`config.mk`:
```
export PLATFORM = sky130hd
export DESIGN_NAME = fpu_addsub_arbiter
export DESIGN_NICKNAME = d
export VERILOG_FILES = /design/src/rtl/fpu_addsub_arbiter.sv
export SDC_FILE = /design/constraint.sdc
export NUM_CORES = 1
export LEC_CHECK = 0
export CAP_MARGIN = 20
export CORE_ASPECT_RATIO = 0.75
export CORE_MARGIN = 1.5
export CORE_UTILIZATION = 30
export CTS_CLUSTER_SIZE = 10
export DETAILED_ROUTE_END_ITERATION = 16
export HOLD_SLACK_MARGIN = 0.12
export SLEW_MARGIN = 20
export SYNTH_ARGS = -nofsm -noshare
export SYNTH_HDL_FRONTEND = slang
export SYNTH_SLANG_ARGS = --single-unit
```
`constraint.sdc`:
```
create_clock -name clk -period 3.8 [get_ports clk]
set_input_delay 0.76 -clock clk [delete_from_list [all_inputs] [get_ports clk]]
set_output_delay 0.76 -clock clk [all_outputs]
set_load 0.01 [all_outputs]
```
`src/rtl/fpu_addsub_arbiter.sv`:
```
// rtl/fpu_addsub_arbiter.sv - round-robin sharing of one add/sub datapath between two requesters

// First-word fall-through response queue; head reads as zero when empty.
module fpu_addsub_rsp_fifo #(
  parameter int WIDTH = 35,
  parameter int DEPTH = 4
) (
  input  logic             clk,
  input  logic             arst,
  input  logic             wr_en,
  input  logic [WIDTH-1:0] wr_data,
  input  logic             rd_en,
  output logic             valid,
  output logic [WIDTH-1:0] rd_data
);
  localparam int AW = (DEPTH > 1) ? $clog2(DEPTH) : 1;
  localparam int CW = $clog2(DEPTH + 1);
  localparam logic [AW-1:0] LAST = AW'(DEPTH - 1);

  logic [WIDTH-1:0] mem [DEPTH];
  logic [AW-1:0]    wr_ptr;
  logic [AW-1:0]    rd_ptr;
  logic [CW-1:0]    count;
  logic             pop;

  assign valid   = (count != '0);
  assign pop     = rd_en && valid;
  assign rd_data = valid ? mem[rd_ptr] : '0;

  // Storage array; the credit scheme upstream guarantees a free slot on every write.
  always_ff @(posedge clk) begin
    if (wr_en) mem[wr_ptr] <= wr_data;
  end

  // Pointer and occupancy bookkeeping; simultaneous write and pop leaves count unchanged.
  always_ff @(posedge clk or posedge arst) begin
    if (arst) begin
      wr_ptr <= '0;
      rd_ptr <= '0;
      count  <= '0;
    end else begin
      if (wr_en) wr_ptr <= (wr_ptr == LAST) ? '0 : wr_ptr + AW'(1);
      if (pop)   rd_ptr <= (rd_ptr == LAST) ? '0 : rd_ptr + AW'(1);
      count <= count + CW'(wr_en) - CW'(pop);
    end
  end
endmodule

// Arbiter, issue register, tag pipeline and response steering.
module fpu_addsub_arbiter #(
  parameter int WIDTH     = 32,
  parameter int LATENCY   = 3,
  parameter int OUT_DEPTH = 4
) (
  input  logic             clk,
  input  logic             arst,
  input  logic             req0_valid,
  output logic             req0_ready,
  input  logic [WIDTH-1:0] req0_a,
  input  logic [WIDTH-1:0] req0_b,
  input  logic             req0_op,
  input  logic             req1_valid,
  output logic             req1_ready,
  input  logic [WIDTH-1:0] req1_a,
  input  logic [WIDTH-1:0] req1_b,
  input  logic             req1_op,
  output logic             rsp0_valid,
  input  logic             rsp0_ready,
  output logic [WIDTH-1:0] rsp0_data,
  output logic [2:0]       rsp0_flag,
  output logic             rsp1_valid,
  input  logic             rsp1_ready,
  output logic [WIDTH-1:0] rsp1_data,
  output logic [2:0]       rsp1_flag,
  output logic             dp_valid,
  output logic [WIDTH-1:0] dp_a,
  output logic [WIDTH-1:0] dp_b,
  output logic             dp_op,
  input  logic             dp_res_valid,
  input  logic [WIDTH-1:0] dp_res,
  input  logic [2:0]       dp_flag,
  output logic             busy,
  output logic             err_unexpected_res
);
  localparam int CW = $clog2(OUT_DEPTH + 1);
  localparam logic [CW-1:0] CREDIT_MAX = CW'(OUT_DEPTH);

  logic [CW-1:0]      credit [2];
  logic [1:0]         req_valid;
  logic [1:0]         pop;
  logic [1:0]         elig;
  logic [1:0]         grant;
  logic               rr;
  logic               dp_id;
  logic [LATENCY-1:0] tag_v;
  logic [LATENCY-1:0] tag_id;
  logic               fin_v;
  logic               fin_id;
  logic               wr0;
  logic               wr1;
  logic [WIDTH+2:0]   f0_head;
  logic [WIDTH+2:0]   f1_head;

  assign req_valid = {req1_valid, req0_valid};
  assign pop       = {rsp1_valid && rsp1_ready, rsp0_valid && rsp0_ready};

  // Eligibility uses the post-pop credit so a pop frees a slot for acceptance in the same cycle.
  always_comb begin
    elig = '0;
    for (int n = 0; n < 2; n++) begin
      elig[n] = req_valid[n] && ((credit[n] - CW'(pop[n])) < CREDIT_MAX);
    end
  end

  // Round-robin grant: contention goes to rr, otherwise the lone eligible requester wins.
  always_comb begin
    grant = '0;
    if (!arst) begin
      if (elig[0] && elig[1]) grant[rr] = 1'b1;
      else                    grant = elig;
    end
  end

  assign req0_ready = grant[0];
  assign req1_ready = grant[1];

  // Issue register toward the datapath and round-robin pointer update.
  always_ff @(posedge clk or posedge arst) begin
    if (arst) begin
      rr       <= 1'b0;
      dp_valid <= 1'b0;
      dp_a     <= '0;
      dp_b     <= '0;
      dp_op    <= 1'b0;
      dp_id    <= 1'b0;
    end else begin
      dp_valid <= |grant;
      if (|grant) begin
        rr    <= ~grant[1];
        dp_id <= grant[1];
        dp_a  <= grant[1] ? req1_a  : req0_a;
        dp_b  <= grant[1] ? req1_b  : req0_b;
        dp_op <= grant[1] ? req1_op : req0_op;
      end
    end
  end

  // Credits count in-flight ops plus queued responses per requester.
  always_ff @(posedge clk or posedge arst) begin
    if (arst) begin
      for (int n = 0; n < 2; n++) credit[n] <= '0;
    end else begin
      for (int n = 0; n < 2; n++) credit[n] <= credit[n] + CW'(grant[n]) - CW'(pop[n]);
    end
  end

  // Tag pipeline tracks which requester owns the result arriving LATENCY cycles after issue.
  always_ff @(posedge clk or posedge arst) begin
    if (arst) begin
      tag_v  <= '0;
      tag_id <= '0;
    end else begin
      tag_v[0]  <= dp_valid;
      tag_id[0] <= dp_id;
      for (int i = 1; i < LATENCY; i++) begin
        tag_v[i]  <= tag_v[i-1];
        tag_id[i] <= tag_id[i-1];
      end
    end
  end

  assign fin_v  = tag_v[LATENCY-1];
  assign fin_id = tag_id[LATENCY-1];
  assign wr0    = fin_v && dp_res_valid && !fin_id;
  assign wr1    = fin_v && dp_res_valid &&  fin_id;

  // Sticky error when a result and its expected tag disagree; such a result is dropped.
  always_ff @(posedge clk or posedge arst) begin
    if (arst)                        err_unexpected_res <= 1'b0;
    else if (fin_v ^ dp_res_valid)   err_unexpected_res <= 1'b1;
  end

  fpu_addsub_rsp_fifo #(.WIDTH(WIDTH + 3), .DEPTH(OUT_DEPTH)) u_fifo0 (
    .clk     (clk),
    .arst    (arst),
    .wr_en   (wr0),
    .wr_data ({dp_flag, dp_res}),
    .rd_en   (rsp0_ready),
    .valid   (rsp0_valid),
    .rd_data (f0_head)
  );

  fpu_addsub_rsp_fifo #(.WIDTH(WIDTH + 3), .DEPTH(OUT_DEPTH)) u_fifo1 (
    .clk     (clk),
    .arst    (arst),
    .wr_en   (wr1),
    .wr_data ({dp_flag, dp_res}),
    .rd_en   (rsp1_ready),
    .valid   (rsp1_valid),
    .rd_data (f1_head)
  );

  assign rsp0_data = f0_head[WIDTH-1:0];
  assign rsp0_flag = f0_head[WIDTH+2:WIDTH];
  assign rsp1_data = f1_head[WIDTH-1:0];
  assign rsp1_flag = f1_head[WIDTH+2:WIDTH];

  assign busy = (credit[0] != '0) || (credit[1] != '0) || dp_valid;
endmodule

```
==> results.json, run 1 <==
{
  "mostFrequentLayoutCells": "312 x clkdlybuf4s50_1, 280 x edfxtp_1, 91 x dfrtp_1",
  "cts_tree": "built",
  "min_path_type": "flop to flop",
  "core.rowCount": 70,
  "die_area_mm2": 0.05100,
  "ys_types": 35,
  "io_buffers": 313,
  "die_x_um": 260.3,
  "p_int_mw": 10.32,
  "fin_nets": 1338,
  "cts_buffers": 44,
  "seqPwrFrac_pct": 38.6,
  "netlist_area_mm2": 0.01489,
  "endpoint_kind": "output pin",
  "utilization_pct": 41.42,
  "final_common_cell": "clkdlybuf4s50_1",
  "htree_levels": 2,
  "antenna_cells": 0,
  "antenna_found_initial": 0,
  "dr_total_vias": 8382,
  "min_period_over_period_pct": 95.29,
  "synth_area_leaders": "edfxtp_1 56%, dfrtp_1 16%, mux4_2 11%",
  "wl_per_cell_um": 20.85,
  "area_growth_pct": 35.92,
  "yosysTopAreaCell": "edfxtp_1",
  "min_period_ps": 3621,
  "start_kind": "input pin",
  "cp_max_fo": 5,
  "clockRootBuffer": "clkbuf_16",
  "finalHoldViolCount": 0,
  "ys_seq_area_share_pct": 72.42,
  "drcViolationCount": 0,
  "dp.cells": 1745,
  "power_leakage_nw": 7.093,
  "detailed_place_hpwl_um": 24660,
  "synth_fp_nets": 998,
  "synth_seq_cells": 375,
  "relSlewSlack_pct": 48.59,
  "netlist_instances": 803,
  "peakVddDrop_mv": 0.2786,
  "p_clk_share_pct": 25.6,
  "crit_type": "input pin to output pin",
  "io_pins": 314,
  "grt_max_degree": 71,
  "status": "complete, no violations",
  "max_freq_ghz": 0.2762,
  "p_per_area_mw_per_mm2": 724.8,
  "synth_top_area_share_pct": 56.46,
  "grt.overflow.total": 0,
  "finClkSkew_ps": 10.49,
  "crit_arrival_ps": 2860,
  "place_area_mm2": 0.01900,
  "die_h_um": 196.0,
  "cts.clk_slew.worst_paths_ps": 50,
  "drt_wl_total_um": 37720,
  "first_iter_violations": 451,
  "cts_buffer_depth": 3,
  "postSynthAreaPerCell_um2": 18.55,
  "pwr-share-comb_pct": 35.8,
  "routed_via_density": 4.633,
  "setup_violations": 0,
  "drive_above_1_share_pct": 14.30,
  "n_fill_cell": 4403,
  "setup_tns_ps": 0,
  "yosysWarnings": 0,
  "switching_share_pct": 29.64,
  "post-cts-setup-buffer-count": 0,
  "final_area_mm2": 0.02024,
  "cap_violations": 0,
  "grt_pass1_wl_um": 56100,
  "core-area_mm2": 0.04887,
  "grt_pass1_vias": 8809,
  "tightest_slew_ps": 771.2,
  "finalNonFillerCells": 1809,
  "switchingPower_mw": 4.348,
  "antenna_left": 0,
  "drtPass1Iterations": 4,
  "rsz0062_at_grt": "false",
  "insertion_delay_ps": 530,
  "gp_congestion": 0.7953,
  "drv_slew": 0,
  "groute.usage.overall_pct": 14.70,
  "cp.required_ps": 3040,
  "cts.sinks": 375,
  "initial_core_util_pct": 30.47
}
final timing paths:
check / from / endpoint / slack (ps) / cells past startpoint
setup / recovery: rsp0_ready / req0_ready / 180 / 7
max in group asynchronous: arst / u_fifo0.rd_ptr[0] / 2280 / 3
setup reg to reg: u_fifo0.count[1] / credit[2] / 830 / 11
hold / removal: tag_id[0] / tag_id[1] / 350 / 0
min in group asynchronous: arst / rr / 760 / 2
hold reg to reg: tag_id[0] / tag_id[1] / 350 / 0
synth_stat cells:
| master | count |
|---|---|
| nor2b_1 | 71 |
| and2_1 | 54 |
| mux2_2 | 3 |
| xnor2_1 | 8 |
| and2_4 | 1 |
| edfxtp_1 | 280 |
| buf_6 | 1 |
| buf_1 | 3 |
| inv_1 | 25 |
| or2_2 | 1 |
| clkbuf_1 | 30 |
| nand2_1 | 3 |
| and3_1 | 4 |
| or4_1 | 2 |
| a221o_1 | 50 |
| or3_1 | 1 |
| dfrtp_1 | 95 |
| a311oi_4 | 1 |
| fa_1 | 4 |
| ha_1 | 19 |
| buf_2 | 6 |
| nor2_1 | 16 |
| nor3_1 | 6 |
| o31ai_2 | 2 |
| a21o_1 | 5 |
| a21oi_1 | 16 |
| nor3_2 | 1 |
| nand3_1 | 2 |
| o31ai_1 | 2 |
| inv_2 | 1 |
| mux2i_1 | 15 |
| buf_8 | 2 |
| mux4_2 | 70 |
| o21ai_0 | 2 |
| nor4_1 | 1 |
timing repair:
action | 4_1_cts | 5_1_grt
endpoints found under the setup margin | 0 | 1
hold buffers | 0 | 0
resized for setup | 0 | 1
power by group through the flow:
stage	combinational, mW	sequential, mW	clock, mW
floorplan	2.69	5.56	0
global placement	5.30	5.73	0
detailed placement	5.36	5.75	0
CTS	5.37	5.68	3.87
global route	5.65	5.77	4.03
finish	5.26	5.66	3.75
worst max-delay path: stages:
cell and delay (ps):
clkdlybuf4s50_1 500, o31ai_2 90, buf_4 160, o31ai_1 290, nand3_1 220, nor3_4 240
clkdlybuf4s50_1 600
stage by stage:
step	power, mW	setup slack (ps)	hold WS (ps)
2_1_floorplan	8.256	366.3	331.2
3_5_place_dp	11.10	12.47	341.9
3_3_place_gp	11.03	34.49	343.5
5_1_grt	15.46	28.12	364.2
4_1_cts	14.93	22.68	355.5
6_report	14.67	178.9	353.1
state kept, by name, summed over array words and instances, names as in the netlist, 3 cells and up:
signal         flops
u_fifo0.count      3
tag_v              3
dp_a              32
tag_id             3
credit             6
u_fifo0.mem      140
u_fifo1.mem      140
dp_b              32
u_fifo1.count      3
cell type report:
cell class                 count  area [µm²]  area share [%]
tap                          648       810.8           4.006
sequential                   375       10800           53.34
clock buffer                  62        1200           5.928
inverter                      26       98.84          0.4883
multi-input combinational    360        3844           18.99
timing repair buffer         336        3458           17.09
clock inverter                 2       33.78          0.1669
metal layers:
metal	global-route usage (%)	vias to the layer above	part of all wire, %
met4	4.046	0	2.2
li1	-	3798	-
met2	23.60	172	48
met5	0	-	0
met1	20.58	4346	45
met3	2.506	66	4.1
kinds of logic after synthesis:
| kind of cell | count (synthesis) | synth area share, % |
|---|---|---|
| AND/OR/NAND/NOR | 163 | 6.520 |
| flip-flops | 375 | 72.42 |
| AO/OA/AOI/OAI | 78 | 4.663 |
| buffers and inverters | 68 | 1.966 |
| XOR/XNOR | 8 | 0.4705 |
| adder cells (fa/ha/maj) | 23 | 2.134 |
| multiplexers | 88 | 11.82 |
Power figures use the tool's default switching activity.
==> run 2, diff against run 1 <==
--- a/config.mk
+++ b/config.mk
@@ -8,10 +8,11 @@
 export CAP_MARGIN = 20
 export CORE_ASPECT_RATIO = 0.75
 export CORE_MARGIN = 1.5
-export CORE_UTILIZATION = 30
+export CORE_UTILIZATION = 51
 export CTS_CLUSTER_SIZE = 10
 export DETAILED_ROUTE_END_ITERATION = 16
 export HOLD_SLACK_MARGIN = 0.12
+export PLACE_DENSITY = 0.8
 export SLEW_MARGIN = 20
 export SYNTH_ARGS = -nofsm -noshare
 export SYNTH_HDL_FRONTEND = slang
==> run 2 against run 1 <==
Combinational power up 2%. Flip-flop and latch count stayed put. Non-clock buffer count grew 3. Sequential power barely moved. Critical path type unchanged. Largest power group unchanged. Total power fell by 0.13%.
==> results.json, run 2 (same netlist as run 1, synthesis figures left out) <==
{
  "start_kind": "input pin",
  "drtPass1Iterations": 5,
  "cp.required_ps": 3040,
  "drt_wl_total_um": 36180,
  "post-place-ws_ps": 78.40,
  "crit_type": "input pin to output pin",
  "regToRegStartpoint": "u_fifo1.count[1]",
  "die_x_um": 200.3,
  "cts_hold_buf": 0,
  "final_common_cell": "clkdlybuf4s50_1",
  "holdPathStages": 0,
  "htree_levels": 2,
  "io_buffers": 313,
  "cts.clk_slew.worst_paths_ps": 60,
  "io_pins": 314,
  "core.rowCount": 53,
  "switching_share_pct": 29.63,
  "area_growth_pct": 33.12,
  "die_h_um": 151.0,
  "insertion_delay_ps": 540,
  "relSlewSlack_pct": 57.40,
  "wl_per_cell_um": 23.45,
  "drv_slew": 0,
  "hold_end": "tag_v[2]",
  "min_period_over_period_pct": 97.46,
  "switchingPower_mw": 4.341,
  "peakVddDrop_mv": 0.4622,
  "critPathMaxStageDelay_ps": 630,
  "dr_total_vias": 8729,
  "cts_buffer_depth": 3,
  "dp.cells": 1485,
  "critPathMostFrequentCell": "clkdlybuf4s50_1",
  "gp_congestion": 0.8141,
  "grt_pass1_wl_um": 53270,
  "ctsResizeCount": 0,
  "antenna_cells": 0,
  "fin_nets": 1340,
  "grt_max_degree": 56,
  "rr_worst_depth": 11,
  "grt_pass1_vias": 8853,
  "grt.overflow.total": 0,
  "p_clk_share_pct": 25.1,
  "rsz0062_at_grt": "false",
  "top_regs": "u_fifo0.mem x140, u_fifo1.mem x140",
  "drive_above_1_share_pct": 14.59,
  "crit_arrival_ps": 2940,
  "setup_ws_ps": 96.55,
  "initial_core_util_pct": 52.47,
  "antenna_found_initial": 3,
  "drcViolationCount": 0,
  "min_path_type": "flop to flop",
  "crit_path_cell_trace": "clkdlybuf4s50_1 -> o31ai_2 -> or4_1 -> and2_4 -> a311oi_4 -> clkdlybuf4s50_1",
  "groute.usage.overall_pct": 23.63,
  "cts.sinks": 375,
  "first_iter_violations": 726,
  "routed_via_density": 5.657,
  "seqPwrFrac_pct": 38.4,
  "detailed_place_hpwl_um": 23060,
  "core-area_mm2": 0.02838,
  "power_leakage_nw": 7.071,
  "n_fill_cell": 1933,
  "hold_ws_ps": 348.1,
  "crit_slowest_cell": "clkdlybuf4s50_1",
  "hold_start": "tag_v[1]",
  "tightest_slew_ps": 639.1,
  "r2r_end": "credit[2]",
  "min_period_ps": 3703,
  "mostFrequentLayoutCells": "313 x clkdlybuf4s50_1, 280 x edfxtp_1, 91 x dfrtp_1",
  "cts_buffers": 43,
  "max_freq_ghz": 0.2700,
  "pwr-share-comb_pct": 36.5,
  "cp_max_fo": 4,
  "endpoint_kind": "output pin",
  "cap_violations": 0,
  "antenna_left": 0,
  "finalHoldViolCount": 0,
  "clockRootBuffer": "clkbuf_16",
  "p_int_mw": 10.31,
  "post-cts-setup-buffer-count": 0,
  "finClkSkew_ps": 14.62,
  "setup_tns_ps": 0,
  "cts_tree": "built",
  "finalNonFillerCells": 1543,
  "die_area_mm2": 0.03024,
  "reg2reg_slack_ps": 750,
  "setup_violations": 0,
  "p_per_area_mw_per_mm2": 739.0,
  "status": "complete, no violations"
}
-- run 2: stage by stage --
stage | instance area, µm² | util [%] | power, mW
detailed placement | 18610 | 65.56 | 11.04
finish | 19820 | 69.85 | 14.65
CTS | 19820 | 69.85 | 14.79
floorplan | 14890 | - | 8.256
global route | 19820 | 69.85 | 15.31
global placement | 18610 | 65.56 | 10.92
-- run 2: final cells by class --
type | instances | area, µm² | area share (%)
Multi-Input combinational cell | 360 | 3844 | 19.39
Timing Repair Buffer | 339 | 3391 | 17.10
Inverter | 26 | 100.1 | 0.5049
Clock buffer | 56 | 1167 | 5.889
Clock inverter | 2 | 50.05 | 0.2525
Tap cell | 385 | 481.7 | 2.430
Sequential cell | 375 | 10790 | 54.43
-- run 2: power by group through the flow --
stage	combinational (mW)	clock, mW	sequential [mW]
after detailed placement	5.35	0	5.69
after CTS	5.41	3.76	5.62
after global routing	5.68	3.92	5.70
after global placement	5.26	0	5.66
final	5.34	3.68	5.63
after floorplan	2.69	0	5.56
-- run 2: worst max-delay path, delay by kind of cell --
kind / cells / cell delay, ps
buf+inv: 2 / 1120
simple gates: 2 / 620
compound gates: 2 / 440
-- run 2: worst max-delay path by stage --
stage | startpoint | end
final | rsp0_ready | req1_ready
after detailed placement | rsp0_ready | req1_ready
after CTS | rsp0_ready | req1_ready
after floorplan | rsp1_ready | credit[5]
after global placement | rsp0_ready | req1_ready
after global routing | u_fifo1.count[1] | req1_ready
-- run 2: metal layers --
layer	global-route usage (%)	wire length, µm
met1	33.88	15380
met2	37.62	17970
met3	4.755	2253
met4	6.165	560
met5	0	13
